## src/rtl/alarm_pkg.sv

```systemverilog
// alarm_pkg: shared types and helpers for the alarm controller.
//   state_t  - FSM state encodings (codes 5-7 are illegal)
//   EVT_MAX  - saturation value of the alarm event counter
//   trig()   - alarm trigger term, motion or door open
package alarm_pkg;

    typedef enum logic [2:0] {
        ST_DISARMED = 3'd0,
        ST_EXIT     = 3'd1,
        ST_ARMED    = 3'd2,
        ST_ENTRY    = 3'd3,
        ST_ALARM    = 3'd4
    } state_t;

    localparam logic [3:0] EVT_MAX = 4'd15;

    // inP = 1 means door closed, so an open door is ~inP.
    function automatic logic trig(input logic in_m, input logic in_p);
        return in_m | ~in_p;
    endfunction

endpackage

```

## src/rtl/alarm_timer.sv

```systemverilog
// alarm_timer: loadable down-counter used for the exit, entry and siren delays.
//   clk      - system clock, rising edge
//   reset    - synchronous, active-high; clears the count
//   load     - load load_val this cycle (wins over decrement)
//   load_val - value to load
//   zero     - count is 0
// The count holds at 0 and never wraps.
module alarm_timer #(
    parameter int CNT_W = 8
) (
    input  logic             clk,
    input  logic             reset,
    input  logic             load,
    input  logic [CNT_W-1:0] load_val,
    output logic             zero
);

    logic [CNT_W-1:0] cnt;

    always_ff @(posedge clk) begin
        if (reset)
            cnt <= '0;
        else if (load)
            cnt <= load_val;
        else if (cnt != '0)
            cnt <= cnt - 1'b1;
    end

    assign zero = (cnt == '0);

endmodule

```

## src/rtl/alarm_controller.sv

```systemverilog
// alarm_controller: per-zone home alarm sequencer.
//   clk          - system clock, rising edge
//   reset        - synchronous, active-high
//   arm_req      - keypad arm command (level)
//   disarm_req   - valid-code disarm command (level), highest priority
//   inM          - motion sensor, 1 = motion
//   inP          - door sensor, 1 = closed
//   siren        - alarm sounder, on only in ALARM
//   armed        - 1 in ARMED, ENTRY or ALARM
//   state        - current state encoding
//   alarm_events - saturating count of ALARM entries
// Outputs are decoded from the registered state only.
module alarm_controller
    import alarm_pkg::*;
#(
    parameter int EXIT_DLY  = 8,
    parameter int ENTRY_DLY = 6,
    parameter int SIREN_CYC = 10,
    parameter int CNT_W     = 8
) (
    input  logic       clk,
    input  logic       reset,
    input  logic       arm_req,
    input  logic       disarm_req,
    input  logic       inM,
    input  logic       inP,
    output logic       siren,
    output logic       armed,
    output logic [2:0] state,
    output logic [3:0] alarm_events
);

    // Loading DLY-1 and exiting on zero gives exactly DLY cycles in the state.
    localparam logic [CNT_W-1:0] EXIT_LD  = CNT_W'(EXIT_DLY - 1);
    localparam logic [CNT_W-1:0] ENTRY_LD = CNT_W'(ENTRY_DLY - 1);
    localparam logic [CNT_W-1:0] SIREN_LD = CNT_W'(SIREN_CYC - 1);

    state_t           state_q, state_d;
    logic             tmr_load;
    logic [CNT_W-1:0] tmr_val;
    logic             tmr_zero;
    logic             evt_inc;
    logic             evt_clr;
    logic [3:0]       evt_q;

    alarm_timer #(.CNT_W(CNT_W)) u_timer (
        .clk      (clk),
        .reset    (reset),
        .load     (tmr_load),
        .load_val (tmr_val),
        .zero     (tmr_zero)
    );

    always_ff @(posedge clk) begin
        if (reset)
            state_q <= ST_DISARMED;
        else
            state_q <= state_d;
    end

    always_comb begin
        state_d  = state_q;
        tmr_load = 1'b0;
        tmr_val  = '0;
        evt_inc  = 1'b0;
        evt_clr  = 1'b0;
        case (state_q)
            ST_DISARMED: begin
                if (arm_req && !disarm_req) begin
                    state_d  = ST_EXIT;
                    tmr_load = 1'b1;
                    tmr_val  = EXIT_LD;
                    evt_clr  = 1'b1;
                end
            end
            ST_EXIT: begin
                if (disarm_req)
                    state_d = ST_DISARMED;
                else if (tmr_zero)
                    state_d = ST_ARMED;
            end
            ST_ARMED: begin
                if (disarm_req)
                    state_d = ST_DISARMED;
                else if (trig(inM, inP)) begin
                    // Open door takes the entry-delay path even with motion.
                    if (!inP) begin
                        state_d  = ST_ENTRY;
                        tmr_load = 1'b1;
                        tmr_val  = ENTRY_LD;
                    end else begin
                        state_d  = ST_ALARM;
                        tmr_load = 1'b1;
                        tmr_val  = SIREN_LD;
                        evt_inc  = 1'b1;
                    end
                end
            end
            ST_ENTRY: begin
                if (disarm_req)
                    state_d = ST_DISARMED;
                else if (tmr_zero) begin
                    state_d  = ST_ALARM;
                    tmr_load = 1'b1;
                    tmr_val  = SIREN_LD;
                    evt_inc  = 1'b1;
                end
            end
            ST_ALARM: begin
                if (disarm_req)
                    state_d = ST_DISARMED;
                else if (tmr_zero)
                    state_d = ST_ARMED;
            end
            default: state_d = ST_DISARMED;
        endcase
    end

    always_ff @(posedge clk) begin
        if (reset)
            evt_q <= '0;
        else if (evt_clr)
            evt_q <= '0;
        else if (evt_inc && evt_q != EVT_MAX)
            evt_q <= evt_q + 4'd1;
    end

    assign state        = state_q;
    assign siren        = (state_q == ST_ALARM);
    assign armed        = (state_q == ST_ARMED) || (state_q == ST_ENTRY) ||
                          (state_q == ST_ALARM);
    assign alarm_events = evt_q;

endmodule

```

## config.mk

```make
export PLATFORM = sky130hd
export DESIGN_NAME = alarm_controller
export DESIGN_NICKNAME = d
export VERILOG_FILES = /design/src/rtl/alarm_pkg.sv /design/src/rtl/alarm_timer.sv /design/src/rtl/alarm_controller.sv
export SDC_FILE = /design/constraint.sdc
export NUM_CORES = 1
export LEC_CHECK = 0
export ABC_AREA = 1
export CAP_MARGIN = 20
export CORE_MARGIN = 3
export CORE_UTILIZATION = 40
export DETAILED_ROUTE_END_ITERATION = 6
export GPL_ROUTABILITY_DRIVEN = 0
export HOLD_SLACK_MARGIN = 0.02
export SYNTH_ARGS = -nofsm -noshare
export SYNTH_HDL_FRONTEND = slang
export SYNTH_HIERARCHICAL = 1
export SYNTH_SLANG_ARGS = --single-unit
```

## constraint.sdc

```tcl
create_clock -name clk -period 2.5 [get_ports clk]
set_input_delay 0.5 -clock clk [delete_from_list [all_inputs] [get_ports clk]]
set_output_delay 0.5 -clock clk [all_outputs]
set_load 0.1 [all_outputs]
```

### Yosys cells after proc, flatten, opt, wreduce, memory -nomap -nowiden

Index checks and enable logic that the tools add are counted.

| storage, ports and cells | value |
|---|---|
| bits of input ports | 6 |
| logic and storage cells | 57 |
| bits in registers | 15 |
| output and inout bits | 9 |

| cells by class | value |
|---|---|
| add/sub/neg operators | 2 |
| bitwise operators | 2 |
| reductions and logical operators | 12 |
| eq/ne operators | 9 |
| multiplexer cells | 29 |

Operators with widths:

| kind | number |
|---|---|
| $mux 3 | 9 |
| $mux 4 | 5 |
| $mux 8 | 2 |
| $pmux 3 s4 | 1 |
| $pmux 4 s3 | 1 |
| $mux 1 | 9 |
| $logic_not 8->1 | 1 |
| $reduce_bool 8->1 | 1 |
| $sub 8x1->8 const B | 1 |
| $eq 3x2->1 const B | 2 |
| $ne 3x3->1 const B | 2 |
| $add 4x1->4 const B | 1 |
| $ne 4x4->1 const B | 1 |
| $reduce_and 4->1 | 1 |
| $reduce_or 2->1 | 2 |
| $eq 3x1->1 const B | 1 |
| $eq 3x3->1 const B | 1 |
| $logic_not 3->1 | 1 |
| $ne 3x1->1 const B | 1 |
| $pmux 1 s3 | 1 |
| $logic_and 1x1->1 | 2 |
| $logic_or 1x1->1 | 2 |
| $ne 2x2->1 const B | 1 |
| $pmux 1 s2 | 1 |
| 4 further kinds | 4 |

### Longest topological paths before layout

| logic depth | value |
|---|---|
| word-level depth | 6 |
| depth in mapped cells | 12 |
| mapped depth without buffers | 11 |

### Hierarchy

Netlist, hierarchy kept.

By module, submodules not included:

| module | times used | area each (um^2) | cells an instance |
|---|---|---|---|
| alarm_controller | 1 | 508.0 | 84 |
| alarm_timer | 1 | 473.0 | 70 |

### Worst setup path before layout

OpenSTA, ideal clock, no wires.

| path | value |
|---|---|
| kind | flip-flop to output port |
| start | register state_q[2], in the netlist state[2] |
| end | output armed |
| arrival time | 3,365 ps |
| path buffers | 0 |
| path slack | -1,365 ps |
| cell stages (with the launch flop) | 3 |
| cells stage by stage | dfxtp_1 -> inv_2 -> o21ai_0 |

| between the ends | value |
|---|---|
| longest elaborated chain between the ends | 3 |

RTL lines:

| what | line | source |
|---|---|---|
| from (decl) | alarm_controller.sv:38 | `state_t state_q, state_d;` |
| from (signal assigned) | alarm_controller.sv:58 | `state_q <= state_d;` |
| $eq 3x2->1 | alarm_controller.sv:130 | `assign armed = (state_q == ST_ARMED) \|\| (state_q == ST_ENTRY) \|\|` |
| $logic_or 1x1->1 | alarm_controller.sv:130 |  |
| $logic_or 1x1->1 (*) | alarm_controller.sv:130 |  |
| to (decl) | alarm_controller.sv:28 | `output logic armed,` |

Mark *: on every way between the ends. The rest lies on a longest branch, timed or not.

### Final worst setup path

| path | value |
|---|---|
| start | input disarm_req |
| end | register u_timer.cnt[2] |

| between the ends | value |
|---|---|
| longest elaborated chain between the ends | 5 |

RTL lines:

| what | line | source |
|---|---|---|
| from (decl) | alarm_controller.sv:24 | `input logic disarm_req,` |
| $logic_not 1->1 | alarm_controller.sv:69 | `if (arm_req && !disarm_req) begin` |
| $logic_and 1x1->1 | alarm_controller.sv:69 |  |
| $mux 1 | alarm_controller.sv:69 |  |
| $pmux 1 s3 (*) | alarm_controller.sv:67 | `case (state_q)` |
| named net tmr_load | alarm_controller.sv:39 | `logic tmr_load;` |
| $mux 8 / $reduce_bool 2->1 (equally long branches) | - |  |
| to (signal assigned) | alarm_timer.sv:24 | `cnt <= load_val;` |
| to (signal assigned) | alarm_timer.sv:26 | `cnt <= cnt - 1'b1;` |
| to (decl) | alarm_timer.sv:18 | `logic [CNT_W-1:0] cnt;` |

Mark *: on every way through the listed nets, which the timed path passes. The rest lies on a longest branch.
A chain may end at the register's enable or synchronous reset.

==> impl_metrics.tcl <==
set metrics [dict create \
    fmax_mhz 469 \
    setup_tns_ps 0 \
    syn_inst 154 \
    synth-simple-area-share 0.453 \
    ys.flop_type "dfxtp_1" \
    cts_sinks 15 \
    synth_commonest_cells "31 x nand2_1, 26 x nor2_1, 16 x nand3_1" \
    cts_max_path_buffers 2 \
    setup-violations-final 0 \
    cts_hold_buf 0 \
    drtIter0Drc 25 \
    syn-mean-instance-area_sq_um 6.37 \
    r2r_start "u_timer/cnt[0]" \
    drv_slew 0 \
    path_common_cell "nor3_1" \
    dp.cells 200 \
    avgViaCountPerCell 4.94 \
    ys_seq_area_frac 0.306 \
    antenna_cells 0 \
    rsz0062_at_grt "no" \
    fillerInstances 241 \
    internal_power_mw 0.569 \
    finalCriticalPeriod_ps 2130 \
    wl_per_cell_um 11.1 \
    register_area_sq_um 300 \
    ys_warn_count 6 \
    holdCritStartpoint "u_timer/cnt[0]" \
    power_frac_comb 0.522 \
    layout_setup_ws_ps 368 \
    whs_path_depth 2 \
    vias 1008 \
    worstPathArrival_ps 2310 \
    drt_pass1_iterations 4 \
    path_buf_inv 3 \
    syn_to_final_growth_pct 22.3 \
    async_flop_share 0 \
    maxCapViolCount 0 \
    clock_skew_ps 1.88 \
    synth_top_family_by_area "simple AND/OR/NAND/NOR gates" \
    critPathSlowestCell "clkdlybuf4s50_1" \
    r2r_cells 11 \
    holdPathEnd "u_timer/cnt[0]" \
    whs_ps 503 \
    synth-edff-count 0 \
    hold_path_class "flop to flop" \
    power_mw 1.05 \
    synthDistinctLibCells 24 \
    die_y_um 55.5 \
    drc_errors 0 \
    critPathMaxFanout 7 \
    cts_resized 0 \
    grt_pass1_vias 909 \
    leakage_nw 0.550 \
    critPathKind "input pin to flop" \
    timing.rr.end "u_timer/cnt[1]" \
    hpwl_um 1740 \
    peakVddDrop_v 0.000552 \
    grt_max_degree 10 \
    synth_top_area_frac 0.306 \
    hold_viol 0 \
    cts_tree "done" \
    start_util 0.431 \
    cts_buffers 3 \
    drive_above_1_share 0.188 \
    postCtsSetupRepairBufs 0 \
    p_clk_frac 0.134 \
    synth.area.mux_share 0 \
    design.core.area_sq_mm 0.00228 \
    synth_compound_gate_area_share 0.106 \
    power_density_mw_per_mm2 872 \
    clkLatencyLatePin_ps 280 \
    synth.largest_area_cell "dfxtp_1" \
    synth-seq-cells 15 \
    preCtsSetupSlack_ps 70.7 \
    synth_most_common_cell "nand2_1" \
    ios 15 \
    synth_xor_area_frac 0.0357 \
    dieArea_sq_mm 0.00308 \
    r2r_slack_ps 590 \
    cp-start-kind "input pin" \
    cp_top_family "buffers and inverters" \
    grt_pass1_wl_um 3830 \
    cts-root-buf "clkbuf_4" \
    seqPwrFrac 0.344 \
    port_buffers 14 \
    synth_fa_ha_area_frac 0.0255 \
    netSwitchingFraction 0.456 \
    critPathRequiredTime_ps 2680 \
    crit_chain "clkdlybuf4s50_1 > inv_1 > nand2_1 > nor2_1 > a31oi_1 > nand3_1 > buf_4 > nor3_1 > nor3_1" \
    cts_max_level 1 \
    antenna_found_initial 0 \
    status "completed" \
    overflow 0 \
    track_usage 0.154 \
    fin_crit_sh 0.853 \
    p_switching_mw 0.477 \
    die-width_um 55.5 \
    crit_path_end_kind "flop" \
    synth.cell_area_sq_um 981 \
    fin_nets 185 \
    path_clk_slew_ps 90 \
    multi_input_area_sq_um 642 \
    synth_top_cells_by_area "dfxtp_1 31%, nand2_1 12%, nor2_1 9.9%" \
    routed_wl_um 2270 \
    antenna_left 0 \
    rows 17 \
    instances_no_fill 204 \
    slowest_delay_ps 540 \
]
[cell type report]
type	instances	area share
tap	28	0.0292
timing repair buffer	16	0.111
inverter	17	0.0532
sequential	15	0.250
multi-input combinational	124	0.535
clock buffer	4	0.0219
[power by group through the flow]
| stage | Combinational [mW] | Sequential, mW | Clock, mW |
|---|---|---|---|
| 2_1_floorplan | 0.441 | 0.363 | 0 |
| 3_3_place_gp | 0.538 | 0.365 | 0 |
| 3_5_place_dp | 0.545 | 0.365 | 0 |
| 4_1_cts | 0.550 | 0.359 | 0.155 |
| 5_1_grt | 0.617 | 0.366 | 0.162 |
| 6_report | 0.545 | 0.360 | 0.140 |
[through the flow]
stage	utilization	cell area (sq um)
final	0.527	1200
after global routing	0.527	1200
after CTS	0.527	1200
after detailed placement	0.516	1170
after global placement	0.516	1170
after floorplan	-	1010
[layout by cell type (no fill, tap or decap)]
master / instances
inv_1: 12
nor2_4: 1
clkbuf_4: 3
nand3_2: 1
nand4_1: 2
o21ai_4: 1
nand2_1: 31
nor2_2: 5
clkdlybuf4s50_1: 5
nand2_4: 1
xnor2_1: 2
nor3_1: 5
xor2_1: 2
nand3b_1: 2
dfxtp_1: 15
ha_1: 2
nor2_1: 25
nand2_2: 4
nand3_1: 16
o211ai_1: 1
a21oi_1: 11
o21ai_0: 3
nor2_8: 1
buf_4: 11
o21ai_1: 3
inv_2: 5
conb_1: 4
a31oi_1: 1
clkbuf_1: 1
[worst max path at each step]
stage                    start             end  slack (ps)  cells after the start
global route        disarm_req  u_timer/cnt[1]         140                     10
detailed placement  disarm_req  u_timer/cnt[1]          70                     10
finish              disarm_req  u_timer/cnt[2]         370                      9
global placement    disarm_req  u_timer/cnt[1]         170                     10
floorplan             state[2]  u_timer/cnt[1]          50                     10
CTS                 disarm_req  u_timer/cnt[1]         380                     10
[logic make-up after synthesis]
kind of cell,after synthesis
other cells,1
fa+ha+maj,2
buf+inv,18
simple gates,94
flops,15
compound gates,20
xor+xnor,4
[layer usage]
layer / vias up / wire length, um / GRT usage
li1: 545 / - / -
met1: 447 / 1110 / 0.192
met2: 14 / 1090 / 0.257
met3: 2 / 69 / 0.0444
met4: 0 / 9 / 0.0417
met5: - / 0 / 0
[worst register-to-register path: stages, from the launching register on]
cell and delay (ps):
dfxtp_1 320, inv_1 140, ha_1 240, nand2_2 120
nor2_8 180, nand3_2 120, nand3_1 270, inv_2 120
nand2_2 120, inv_2 60, nor2_1 80, nor2_1 50
[registers in the layout, indices dropped and copies added (netlist names)]
register,count
state,3
u_timer/cnt,8
alarm_events,4
(Power assumes the default switching activity.)
